<file path="config.mk">
export PLATFORM = sky130hd
export DESIGN_NAME = comma_word_aligner
export DESIGN_NICKNAME = d
export VERILOG_FILES = /design/src/rtl/comma_word_aligner.sv
export SDC_FILE = /design/constraint.sdc
export NUM_CORES = 1
export LEC_CHECK = 0
export CORE_UTILIZATION = 54
export DETAILED_ROUTE_END_ITERATION = 7
export GPL_TIMING_DRIVEN = 0
export MAX_ROUTING_LAYER = met4
export PLACE_DENSITY_LB_ADDON = 0.12
export SLEW_MARGIN = 20
export SYNTH_ARGS = -nofsm -noshare
export SYNTH_HDL_FRONTEND = slang
export SYNTH_SLANG_ARGS = --single-unit
export TNS_END_PERCENT = 1
</file>
<file path="constraint.sdc">
create_clock -name clk -period 3 [get_ports clk]
set_clock_uncertainty 0.15 [all_clocks]
set_input_delay 0.45 -clock clk [delete_from_list [all_inputs] [get_ports clk]]
set_output_delay 0.45 -clock clk [all_outputs]
set_load 0.01 [all_outputs]
</file>
<file path="src/rtl/comma_word_aligner.sv">
// K28.5 comma search and 10-bit symbol alignment on the recovered PI clock.
// Emits aligned symbols with a strobe and a hysteretic lock flag for the decoder.
module comma_word_aligner #(
  parameter logic [9:0]  COMMA_P    = 10'h17C,
  parameter logic [9:0]  COMMA_N    = 10'h283,
  parameter int unsigned LOCK_CNT   = 3,
  parameter int unsigned UNLOCK_CNT = 4
) (
  input  logic       clk,
  input  logic       rst_n,
  input  logic       Din,
  output logic [9:0] data_out,
  output logic       data_valid,
  output logic       comma_det,
  output logic       locked,
  output logic       realign
);

  typedef enum logic [1:0] {
    HUNT   = 2'd0,
    VERIFY = 2'd1,
    LOCKED = 2'd2
  } state_e;

  localparam logic [3:0] LOCK_TH   = 4'(LOCK_CNT);
  localparam logic [3:0] UNLOCK_TH = 4'(UNLOCK_CNT);
  localparam logic [3:0] CNT_MAX   = 4'hF;
  localparam logic [3:0] LAST_BIT  = 4'd9;

  state_e     state_q, state_d;
  logic [9:0] sr_q, sr_d;
  logic [3:0] bit_cnt_q, bit_cnt_d;
  logic [3:0] good_cnt_q, good_cnt_d;
  logic [3:0] bad_cnt_q, bad_cnt_d;
  logic [9:0] data_out_q, data_out_d;
  logic       data_valid_q, data_valid_d;
  logic       comma_det_q, comma_det_d;
  logic       realign_q, realign_d;
  logic       locked_q, locked_d;

  logic       match;
  logic       boundary;
  logic       force_align;
  logic [3:0] good_inc;
  logic [3:0] bad_inc;

  // Shift path, comma compare and saturating counter increments.
  always_comb begin
    sr_d     = {Din, sr_q[9:1]};
    match    = (sr_d == COMMA_P) || (sr_d == COMMA_N);
    boundary = (bit_cnt_q == LAST_BIT);
    good_inc = (good_cnt_q == CNT_MAX) ? CNT_MAX : good_cnt_q + 4'd1;
    bad_inc  = (bad_cnt_q == CNT_MAX) ? CNT_MAX : bad_cnt_q + 4'd1;
  end

  always_ff @(posedge clk) begin
    if (!rst_n) begin
      state_q <= HUNT;
    end else begin
      state_q <= state_d;
    end
  end

  always_comb begin
    state_d     = state_q;
    good_cnt_d  = good_cnt_q;
    bad_cnt_d   = bad_cnt_q;
    force_align = 1'b0;
    unique case (state_q)
      HUNT: begin
        if (match) begin
          force_align = 1'b1;
          if (LOCK_CNT == 1) begin
            state_d    = LOCKED;
            good_cnt_d = '0;
          end else begin
            state_d    = VERIFY;
            good_cnt_d = 4'd1;
          end
        end
      end
      VERIFY: begin
        if (match) begin
          if (boundary) begin
            if (good_inc >= LOCK_TH) begin
              state_d    = LOCKED;
              good_cnt_d = '0;
            end else begin
              good_cnt_d = good_inc;
            end
          end else begin
            force_align = 1'b1;
            good_cnt_d  = 4'd1;
          end
        end
      end
      LOCKED: begin
        // Once locked, commas only vote; the boundary moves only after enough bad votes.
        if (match) begin
          if (boundary) begin
            bad_cnt_d = '0;
          end else if (bad_inc >= UNLOCK_TH) begin
            force_align = 1'b1;
            good_cnt_d  = 4'd1;
            bad_cnt_d   = '0;
            state_d     = VERIFY;
          end else begin
            bad_cnt_d = bad_inc;
          end
        end
      end
      default: begin
        state_d = HUNT;
      end
    endcase
  end

  always_comb begin
    bit_cnt_d    = (boundary || force_align) ? 4'd0 : bit_cnt_q + 4'd1;
    data_valid_d = boundary || force_align;
    comma_det_d  = data_valid_d && match;
    realign_d    = force_align;
    data_out_d   = data_valid_d ? sr_d : data_out_q;
    locked_d     = (state_d == LOCKED);
  end

  always_ff @(posedge clk) begin
    if (!rst_n) begin
      sr_q         <= '0;
      bit_cnt_q    <= '0;
      good_cnt_q   <= '0;
      bad_cnt_q    <= '0;
      data_out_q   <= '0;
      data_valid_q <= 1'b0;
      comma_det_q  <= 1'b0;
      realign_q    <= 1'b0;
      locked_q     <= 1'b0;
    end else begin
      sr_q         <= sr_d;
      bit_cnt_q    <= bit_cnt_d;
      good_cnt_q   <= good_cnt_d;
      bad_cnt_q    <= bad_cnt_d;
      data_out_q   <= data_out_d;
      data_valid_q <= data_valid_d;
      comma_det_q  <= comma_det_d;
      realign_q    <= realign_d;
      locked_q     <= locked_d;
    end
  end

  assign data_out   = data_out_q;
  assign data_valid = data_valid_q;
  assign comma_det  = comma_det_q;
  assign realign    = realign_q;
  assign locked     = locked_q;

endmodule

</file>
==> impl_metrics.toml, run 1 <==
[drt]
antenna_left = 0
num_vias = 1216
drtIter0Drc = 47
drt-total-wl_um = 3020
vias_per_cell = 5.68
drt_first_pass_iters = 4
wire_per_inst_um = 14.1
route.detailed.drc = 0

[worst_setup_path]
endpoint_kind = "flop"
critPathMaxFanout = 10
worstPathArrival_ns = 2.65
rr_endpoint = "data_out[5]$_SDFFE_PN0P_"
worstSetupPathType = "reg2reg"
crit_end = "data_out[5]$_SDFFE_PN0P_"
r2r_cells = 9
startpoint = "state_q[0]$_SDFF_PN0_"
cp-start-kind = "flop"
cp.required_ns = 3.11
r2r_setup_slack_ns = 0.46
r2r-start = "state_q[0]$_SDFF_PN0_"

[clock_network]
cts_buffer_depth = 2
cts_buffers = 5
h-tree-depth = 2
cts-hold-fix-buffers = 0
cts_setup_buffers = 0
cts.sinks = 37
worst_skew_pair.late_latency_ns = 0.35
post_cts_resized = 0
root_buffer = "clkbuf_4"
clkTransAtPathRegs_ns = 0.11
cts_tree = "yes"

[sta]
post-route-period-util_pct = 84.8
worst_hold_slack_ns = 0.340
period_minus_slack_ns = 2.54
maxSlewViolCount = 0
setup-tns-final_ns = 0
rsz0062_at_grt = "no"
setup_viol = 0
max_clock_freq_mhz = 393
hold_viol_final = 0
worstMarginPinSlew_ns = 0.402
timing.slew.headroom_pct = 72.9

[finish]
fillers = 237
drive_gt1_share_pct = 9.84
nNetsFinal = 193
syn_to_final_growth_pct = 18.2
antenna_cells_inserted = 0
final_area_um2 = 1870

[yosys]
yosysWarnings = 0
async_flop_share_pct = 0
synth_top_flop_cell = "dfxtp_1"
postSynthAreaPerCell_um2 = 9.95
ys_seq_area_share_pct = 46.8
synth_cell_types = 39
synth-seq-cells = 37
synth_nets = 170
synthCells = 159
synth_edf_count = 0
synthesis.area_um2 = 1580

[global_route]
antenna_found_initial = 0
grt_first_pass_wirelength_um = 5140
track_usage_pct = 22.2
grt_max_degree = 13
grt_pass1_vias = 1185
grt_overflow = 0

[power_and_ir_drop]
vdd_ir_drop_max_mv = 0.493
power.total_uw = 897
power_density_nw_per_um2 = 480
p_leak_nw = 0.765

[job]
max-cap-violations = 0

[floorplan]
initial_utilization_pct = 57.4
core_area_um2 = 2760
boundaryPins = 17
die_x_um = 56.1
rows = 19
dieArea_um2 = 3150
die_h_um = 56.1

[placed_design]
placed_cell_area_um2 = 1780
portBuffers = 16
dp_hpwl_um = 2160
gp_congestion = 0.860

[worst_hold_path]
worstHoldPathType = "reg2reg"

[status]
status = "completed"
worst min-delay path by stage:
stage	start	end	slack, ns	cells after the start
3_3_place_gp	bit_cnt_q[0]$_SDFF_PP0_	bit_cnt_q[0]$_SDFF_PP0_	0.29	1
4_1_cts	good_cnt_q[1]$_SDFFE_PN0P_	good_cnt_q[1]$_SDFFE_PN0P_	0.34	2
3_5_place_dp	bit_cnt_q[0]$_SDFF_PP0_	bit_cnt_q[0]$_SDFF_PP0_	0.32	1
5_1_grt	good_cnt_q[1]$_SDFFE_PN0P_	good_cnt_q[1]$_SDFFE_PN0P_	0.37	2
6_report	good_cnt_q[1]$_SDFFE_PN0P_	good_cnt_q[1]$_SDFFE_PN0P_	0.34	2
2_1_floorplan	bit_cnt_q[0]$_SDFF_PP0_	bit_cnt_q[0]$_SDFF_PP0_	0.28	1
power breakdown:
| group | total [mW] | internal [mW] | leakage, nW | switching [mW] |
|---|---|---|---|---|
| registers | 0.502 | 0.497 | 0.299 | 0.00543 |
| clock network | 0.371 | 0.198 | 0.0445 | 0.173 |
| logic | 0.0240 | 0.0119 | 0.421 | 0.0120 |
| total | 0.897 | 0.707 | 0.765 | 0.190 |
layer usage:
layer / track usage, % / vias to the layer above / share of wire, %
li1: - / 602 / -
met1: 24.0 / 575 / 44
met2: 34.5 / 32 / 48
met3: 8.60 / 7 / 4.7
met4: 12.9 / 0 / 2.5
met5: - / - / 0
metrics by stage:
| step | util (%) | setup WS, ns | cells |
|---|---|---|---|
| finish | 67.8 | 0.457 | 214 |
| global route | 67.8 | 0.271 | 214 |
| CTS | 67.8 | 0.437 | 214 |
| detailed placement | 64.6 | 0.216 | 206 |
| global placement | 64.6 | 0.224 | 206 |
| floorplan | - | 0.673 | 159 |
flip-flops by register name, indices dropped and copies added (netlist names), 2 cells and up:
register    count
bad_cnt_q       4
good_cnt_q      4
state_q         2
bit_cnt_q       4
sr_q            9
data_out       10
cells by family (layout without fill, tap and decap cells):
logic type / after synthesis / after routing / share of synthesized area, %
AO/OA/AOI/OAI: 24 / 24 / 10.5
AND/OR/NAND/NOR: 68 / 68 / 26.1
buffers and inverters: 9 / 33 / 2.21
adder cells (fa/ha/maj): 8 / 8 / 6.33
multiplexers: 10 / 10 / 6.33
XOR/XNOR: 3 / 3 / 1.66
flip-flops: 37 / 37 / 46.8
critical path, stage by stage (launching register included):
cell and delay, ns:
dfxtp_1 0.37, inv_1 0.12, ha_1 0.23, inv_1 0.09
or4_1 0.49, a31oi_1 0.18, o31a_1 0.19, buf_2 0.31
mux2i_1 0.24, nor2b_1 0.06
placed cells by master, fill, tap and decap left out, types with 3 or more instances in the layout:
| master | count |
|---|---|
| clkbuf_1 | 3 |
| clkdlybuf4s50_1 | 16 |
| clkbuf_4 | 5 |
| inv_1 | 5 |
| mux2i_1 | 10 |
| dfxtp_1 | 37 |
| or4_1 | 4 |
| nand2_1 | 10 |
| ha_1 | 8 |
| nor2_1 | 10 |
| a21oi_1 | 7 |
| o21ai_0 | 3 |
| and2_1 | 10 |
| nor2b_1 | 14 |
| a21boi_0 | 3 |
synthesized netlist by cell type (all sizes together) (2+ instances only):
| library cell | n | area share, % |
|---|---|---|
| or4 | 5 | 2.6 |
| and3 | 4 | 1.7 |
| a21oi | 7 | 2.2 |
| nand3 | 2 | 0.63 |
| dfxtp | 37 | 47 |
| a31oi | 2 | 0.79 |
| nor4b | 2 | 2.1 |
| mux2i | 10 | 6.3 |
| and2 | 11 | 4.4 |
| or2 | 2 | 0.79 |
| a41oi | 2 | 1.1 |
| ha | 8 | 6.3 |
| nand2 | 10 | 2.4 |
| nor3 | 2 | 0.63 |
| o21ai | 3 | 0.95 |
| a21boi | 4 | 1.9 |
| xnor2 | 2 | 1.1 |
| nor2b | 14 | 5.5 |
| nand4 | 2 | 0.79 |
| nor2 | 10 | 2.4 |
| inv | 5 | 1.2 |
| clkbuf | 3 | 0.71 |
cell type report:
class	count	area (um2)	share of cell area, %
well taps	31	38.8	2.07
repair buffers	16	160	8.57
clock buffers	6	51.3	2.74
flip-flops and latches	37	741	39.6
multi-input cells	113	806	43.1
clock inverters	2	37.5	2.01
plain buffers	4	16.3	0.870
inverters	5	18.8	1.00
(Power assumes the default switching activity.)
==> inputs of run 2 (changes only) <==
Clock period 3 ns to 2.6 ns, I/O delays scaled along.
==> run 2 against run 1 <==
Against the previous run: utilization increased by 0.32 points; combinational power increased by 15%; clock-buffer cell count is the same; routed wire length grew 1.2%; largest cell class unchanged.
==> impl_metrics.toml, run 2 (synthesized netlist as in run 1, its figures left out) <==
[drt]
antenna_left = 0
num_vias = 1230
drtIter0Drc = 36
wire_per_inst_um = 14.3
vias_per_cell = 5.75
drt-total-wl_um = 3060
route.detailed.drc = 0
drt_first_pass_iters = 5

[power_and_ir_drop]
power_density_nw_per_um2 = 550
vdd_ir_drop_max_mv = 0.569
p_leak_nw = 0.767

[finish]
antenna_cells_inserted = 0
largest_register_ff_count = 10
final_cell_mix = "dfxtp_1 (37), clkdlybuf4s50_1 (16), nor2b_1 (14)"
syn_to_final_growth_pct = 18.7
layout_commonest_cell = "dfxtp_1"
nNetsFinal = 193
drive_gt1_share_pct = 9.84

[worst_setup_path]
critPathMaxFanout = 4
crit_family = "simple AND/OR/NAND/NOR gates"
worst-path-buf-inv = 0
cp_slowest_stage_delay_ns = 0.55
endpoint_kind = "flop"
worstSetupPathType = "reg2reg"
worstPathArrival_ns = 2.64
cp.required_ns = 2.74
slowest_stage = "or4_4"
cp-start-kind = "flop"
crit_chain = "or4_4, nor4b_4, o221ai_2, a21o_1, or4_1, a21boi_1"

[clock_network]
worst_skew_pair.late_latency_ns = 0.35
cts_setup_buffers = 0
cts_buffers = 5
post_cts_resized = 0
cts_buffer_depth = 2
cts.sinks = 37
clkTransAtPathRegs_ns = 0.11
cts_tree = "yes"
h-tree-depth = 2
cts-hold-fix-buffers = 0
root_buffer = "clkbuf_4"

[sta]
period_minus_slack_ns = 2.50
hold_viol_final = 0
maxSlewViolCount = 0
post-route-period-util_pct = 96.3
max_clock_freq_mhz = 400
setup_slack_ns = 0.0971
timing.slew.headroom_pct = 72.8
rsz0062_at_grt = "yes"
worst_hold_slack_ns = 0.340
setup_viol = 0
worstMarginPinSlew_ns = 0.403

[status]
status = "completed"

[global_route]
grt_overflow = 0
track_usage_pct = 22.2
grt_first_pass_wirelength_um = 5140
grt_pass1_vias = 1185
antenna_found_initial = 0
grt_max_degree = 13

[floorplan]
rows = 19
die_x_um = 56.1
core_area_um2 = 2760
dieArea_um2 = 3150
initial_utilization_pct = 57.4
die_h_um = 56.1
boundaryPins = 17

[worst_hold_path]
worstHoldPathType = "reg2reg"

[job]
max-cap-violations = 0

[placed_design]
place_ws_ns = -0.124
gp_congestion = 0.860
portBuffers = 16
dp_hpwl_um = 2160
[run 2: cell count changes in the layout (fill, tap and decap cells not counted)]
cell	before	now
or2_4	0	1
or2_2	2	1
buf_2	1	0
buf_6	0	1
[run 2: layout make-up]
type	instances	area [um2]
Timing Repair Buffer	16	160
Fill cell	233	880
Tap cell	31	38.8
Inverter	5	18.8
Clock inverter	2	37.5
Clock buffer	6	51.3
Buffer	4	22.5
Sequential cell	37	741
Multi-Input combinational cell	113	808
[run 2: worst min-delay path, cell delays in order (launching register included)]
cell and delay, ns:
dfxtp_1 0.34, nand2_1 0.06, a21boi_1 0.05
[run 2: per-layer routing]
layer / vias to the layer above / part of all wire, % / global-route usage, %
li1: 601 / - / -
met1: 580 / 44 / 24.0
met2: 40 / 48 / 34.5
met3: 9 / 5.6 / 8.60
met4: 0 / 2.9 / 12.9
met5: - / 0 / -
[run 2: power by group]
part | switching (mW) | internal (mW)
clock | 0.198 | 0.228
sequential | 0.00623 | 0.573
combinational | 0.0139 | 0.0137
[run 2: stage by stage]
step	TNS (ns)	area, um2	total power, mW	utilization, %	cells
finish	0	1880	1.03	68.1	214
floorplan	0	1580	0.609	-	159
global placement	-0.963	1780	0.618	64.6	206
global route	-0.0446	1880	1.07	68.1	214
detailed placement	-1.09	1780	0.620	64.6	206
CTS	0	1870	1.04	67.8	214
[run 2: worst paths after layout]
kind | from | endpoint | slack (ns) | cells past startpoint
setup / recovery | sr_q[4]$_SDFF_PN0_ | good_cnt_q[1]$_SDFFE_PN0P_ | 0.1 | 6
hold / removal | good_cnt_q[1]$_SDFFE_PN0P_ | good_cnt_q[1]$_SDFFE_PN0P_ | 0.34 | 2
setup reg to reg | sr_q[4]$_SDFF_PN0_ | good_cnt_q[1]$_SDFFE_PN0P_ | 0.1 | 6
hold reg to reg | good_cnt_q[1]$_SDFFE_PN0P_ | good_cnt_q[1]$_SDFFE_PN0P_ | 0.34 | 2
==> inputs of run 3 (changes only) <==
Settings changed: PLACE_DENSITY set to 0.87, PLACE_DENSITY_LB_ADDON 0.12 to not set.
==> run 3 against run 2 <==
Against the previous run: flip-flop and latch count is the same; clock-buffer cell count is 1 lower; sequential power hardly changed; die area unchanged; global-route usage grew 0.61 points; first-iteration DRC count shrank 14%; clock power shrank 31%; non-clock buffer count unchanged; critical endpoint unchanged; largest cell class unchanged; largest power group unchanged.
==> impl_metrics.toml, run 3 (synthesized netlist as in run 1, its figures left out) <==
[power_and_ir_drop]
pwr-share-comb_pct = 3.1
p_int_uw = 689
switching_share_pct = 23.5
p_sw_uw = 212
pwr-share-seq_pct = 64.4
p_leak_nw = 0.754
power_density_nw_per_um2 = 488
vdd_ir_drop_max_mv = 0.476
p_clk_share_pct = 32.6

[placed_design]
portBuffers = 16
dp_hpwl_um = 2210
gp_congestion = 0.851
dp.cells = 206
placed_cell_area_um2 = 1780

[global_route]
antenna_found_initial = 0
grt_first_pass_wirelength_um = 5260
grt_max_degree = 13
grt_use_met1_pct = 26.7
top_usage_layer = "met2"
grt_overflow = 0
met2_usage_pct = 32.7
grt_pass1_vias = 1218
track_usage_pct = 22.8
gr-usage-met3_pct = 9.07

[worst_setup_path]
r2r_cells = 6
critPathMaxFanout = 4
crit_end = "good_cnt_q[1]$_SDFFE_PN0P_"
worstPathArrival_ns = 2.61
r2r_setup_slack_ns = 0.13
rr_endpoint = "good_cnt_q[1]$_SDFFE_PN0P_"
endpoint_kind = "flop"
slowest_stage = "or4_4"
r2r-start = "sr_q[4]$_SDFF_PN0_"
worstSetupPathType = "reg2reg"
cp.required_ns = 2.74
startpoint = "sr_q[4]$_SDFF_PN0_"
cp-start-kind = "flop"
cp_slowest_stage_delay_ns = 0.55
crit_chain = "or4_4, nor4b_4, o221ai_2, a21o_1, or4_1, a21boi_1"

[floorplan]
initial_utilization_pct = 57.4
die_h_um = 56.1
core_area_um2 = 2760
dieArea_um2 = 3150
die_x_um = 56.1
boundaryPins = 17
rows = 19

[drt]
drtIter0Drc = 31
vias_per_cell = 5.55
antenna_left = 0
route.detailed.drc = 0
drt_first_pass_iters = 4
num_vias = 1188
wire_per_inst_um = 14.0
drt-total-wl_um = 3000

[clock_network]
cts_buffers = 5
cts.sinks = 37
cts_setup_buffers = 0
cts_buffer_depth = 2
cts-hold-fix-buffers = 0
post_cts_resized = 0
worst_skew_pair.late_latency_ns = 0.35
root_buffer = "clkbuf_4"
clkTransAtPathRegs_ns = 0.11
cts_tree = "yes"
h-tree-depth = 2

[sta]
post-route-period-util_pct = 95.0
rsz0062_at_grt = "no"
setup-tns-final_ns = 0
maxSlewViolCount = 0
period_minus_slack_ns = 2.47
hold_viol_final = 0
worstMarginPinSlew_ns = 0.414
max_clock_freq_mhz = 405
timing.slew.headroom_pct = 72.4
setup_viol = 0

[finish]
antenna_cells_inserted = 0
largest_register_ff_count = 10
regArea_um2 = 741
drive_gt1_share_pct = 10.4
syn_to_final_growth_pct = 16.6
multiInputGateArea_um2 = 808
instances_no_fill = 214
fillers = 226
final_area_um2 = 1840
final_cell_mix = "dfxtp_1 (37), clkdlybuf4s50_1 (16), nor2b_1 (14)"
layout_commonest_cell = "dfxtp_1"
postLayoutCoreUtil_pct = 66.9
nNetsFinal = 193

[job]
max-cap-violations = 0

[status]
status = "completed"

[worst_hold_path]
worstHoldPathType = "reg2reg"
run 3: changes by cell type in the layout (fill, tap and decap cells not counted):
cell | before | now
or2_2 | 1 | 2
clkbuf_8 | 1 | 0
clkinv_2 | 0 | 2
ha_2 | 0 | 1
or2_4 | 1 | 0
bufinv_16 | 1 | 0
ha_1 | 8 | 7
run 3: area by class of cell:
| type | instances | share of cell area, % |
|---|---|---|
| Inverter | 5 | 1.02 |
| Multi-Input combinational cell | 113 | 43.8 |
| Timing Repair Buffer | 16 | 8.68 |
| Clock buffer | 5 | 2.04 |
| Sequential cell | 37 | 40.2 |
| Tap cell | 31 | 2.10 |
| Clock inverter | 3 | 0.950 |
| Buffer | 4 | 1.22 |
run 3: worst min path at each step:
| stage | endpoint | startpoint | cells after the start | slack, ns |
|---|---|---|---|---|
| floorplan | bit_cnt_q[0]$_SDFF_PP0_ | bit_cnt_q[0]$_SDFF_PP0_ | 1 | 0.28 |
| global placement | bit_cnt_q[0]$_SDFF_PP0_ | bit_cnt_q[0]$_SDFF_PP0_ | 1 | 0.29 |
| detailed placement | bit_cnt_q[0]$_SDFF_PP0_ | bit_cnt_q[0]$_SDFF_PP0_ | 1 | 0.31 |
| CTS | bit_cnt_q[0]$_SDFF_PP0_ | bit_cnt_q[0]$_SDFF_PP0_ | 1 | 0.34 |
| global route | good_cnt_q[1]$_SDFFE_PN0P_ | good_cnt_q[1]$_SDFFE_PN0P_ | 2 | 0.37 |
| finish | bit_cnt_q[0]$_SDFF_PP0_ | bit_cnt_q[0]$_SDFF_PP0_ | 1 | 0.33 |
run 3: power groups by stage:
stage               Combinational, mW  Clock (mW)  Sequential [mW]
finish                         0.0277       0.293            0.579
global route                   0.0302       0.327            0.581
CTS                            0.0279       0.307            0.579
detailed placement             0.0279           0            0.592
global placement               0.0262           0            0.592
floorplan                      0.0184           0            0.591
run 3: worst max-delay path: cells and delay by family (launching register included):
kind / cells / cell delay [ns]
compound gates: 3 / 0.54
flops: 1 / 0.35
simple gates: 3 / 1.37
run 3: per-layer routing:
metal | vias up | part of all wire (%)
li1 | 606 | -
met3 | 9 | 4.4
met4 | 0 | 2.7
met1 | 552 | 47
met5 | - | 0
met2 | 21 | 46
run 3: through the flow:
| stage | power, mW | worst slack (ns) | hold slack, ns |
|---|---|---|---|
| floorplan | 0.609 | 0.273 | 0.283 |
| global placement | 0.618 | -0.0837 | 0.295 |
| detailed placement | 0.620 | -0.177 | 0.311 |
| CTS | 0.915 | 0.0282 | 0.338 |
| global route | 0.938 | 0.0155 | 0.367 |
| finish | 0.900 | 0.130 | 0.332 |
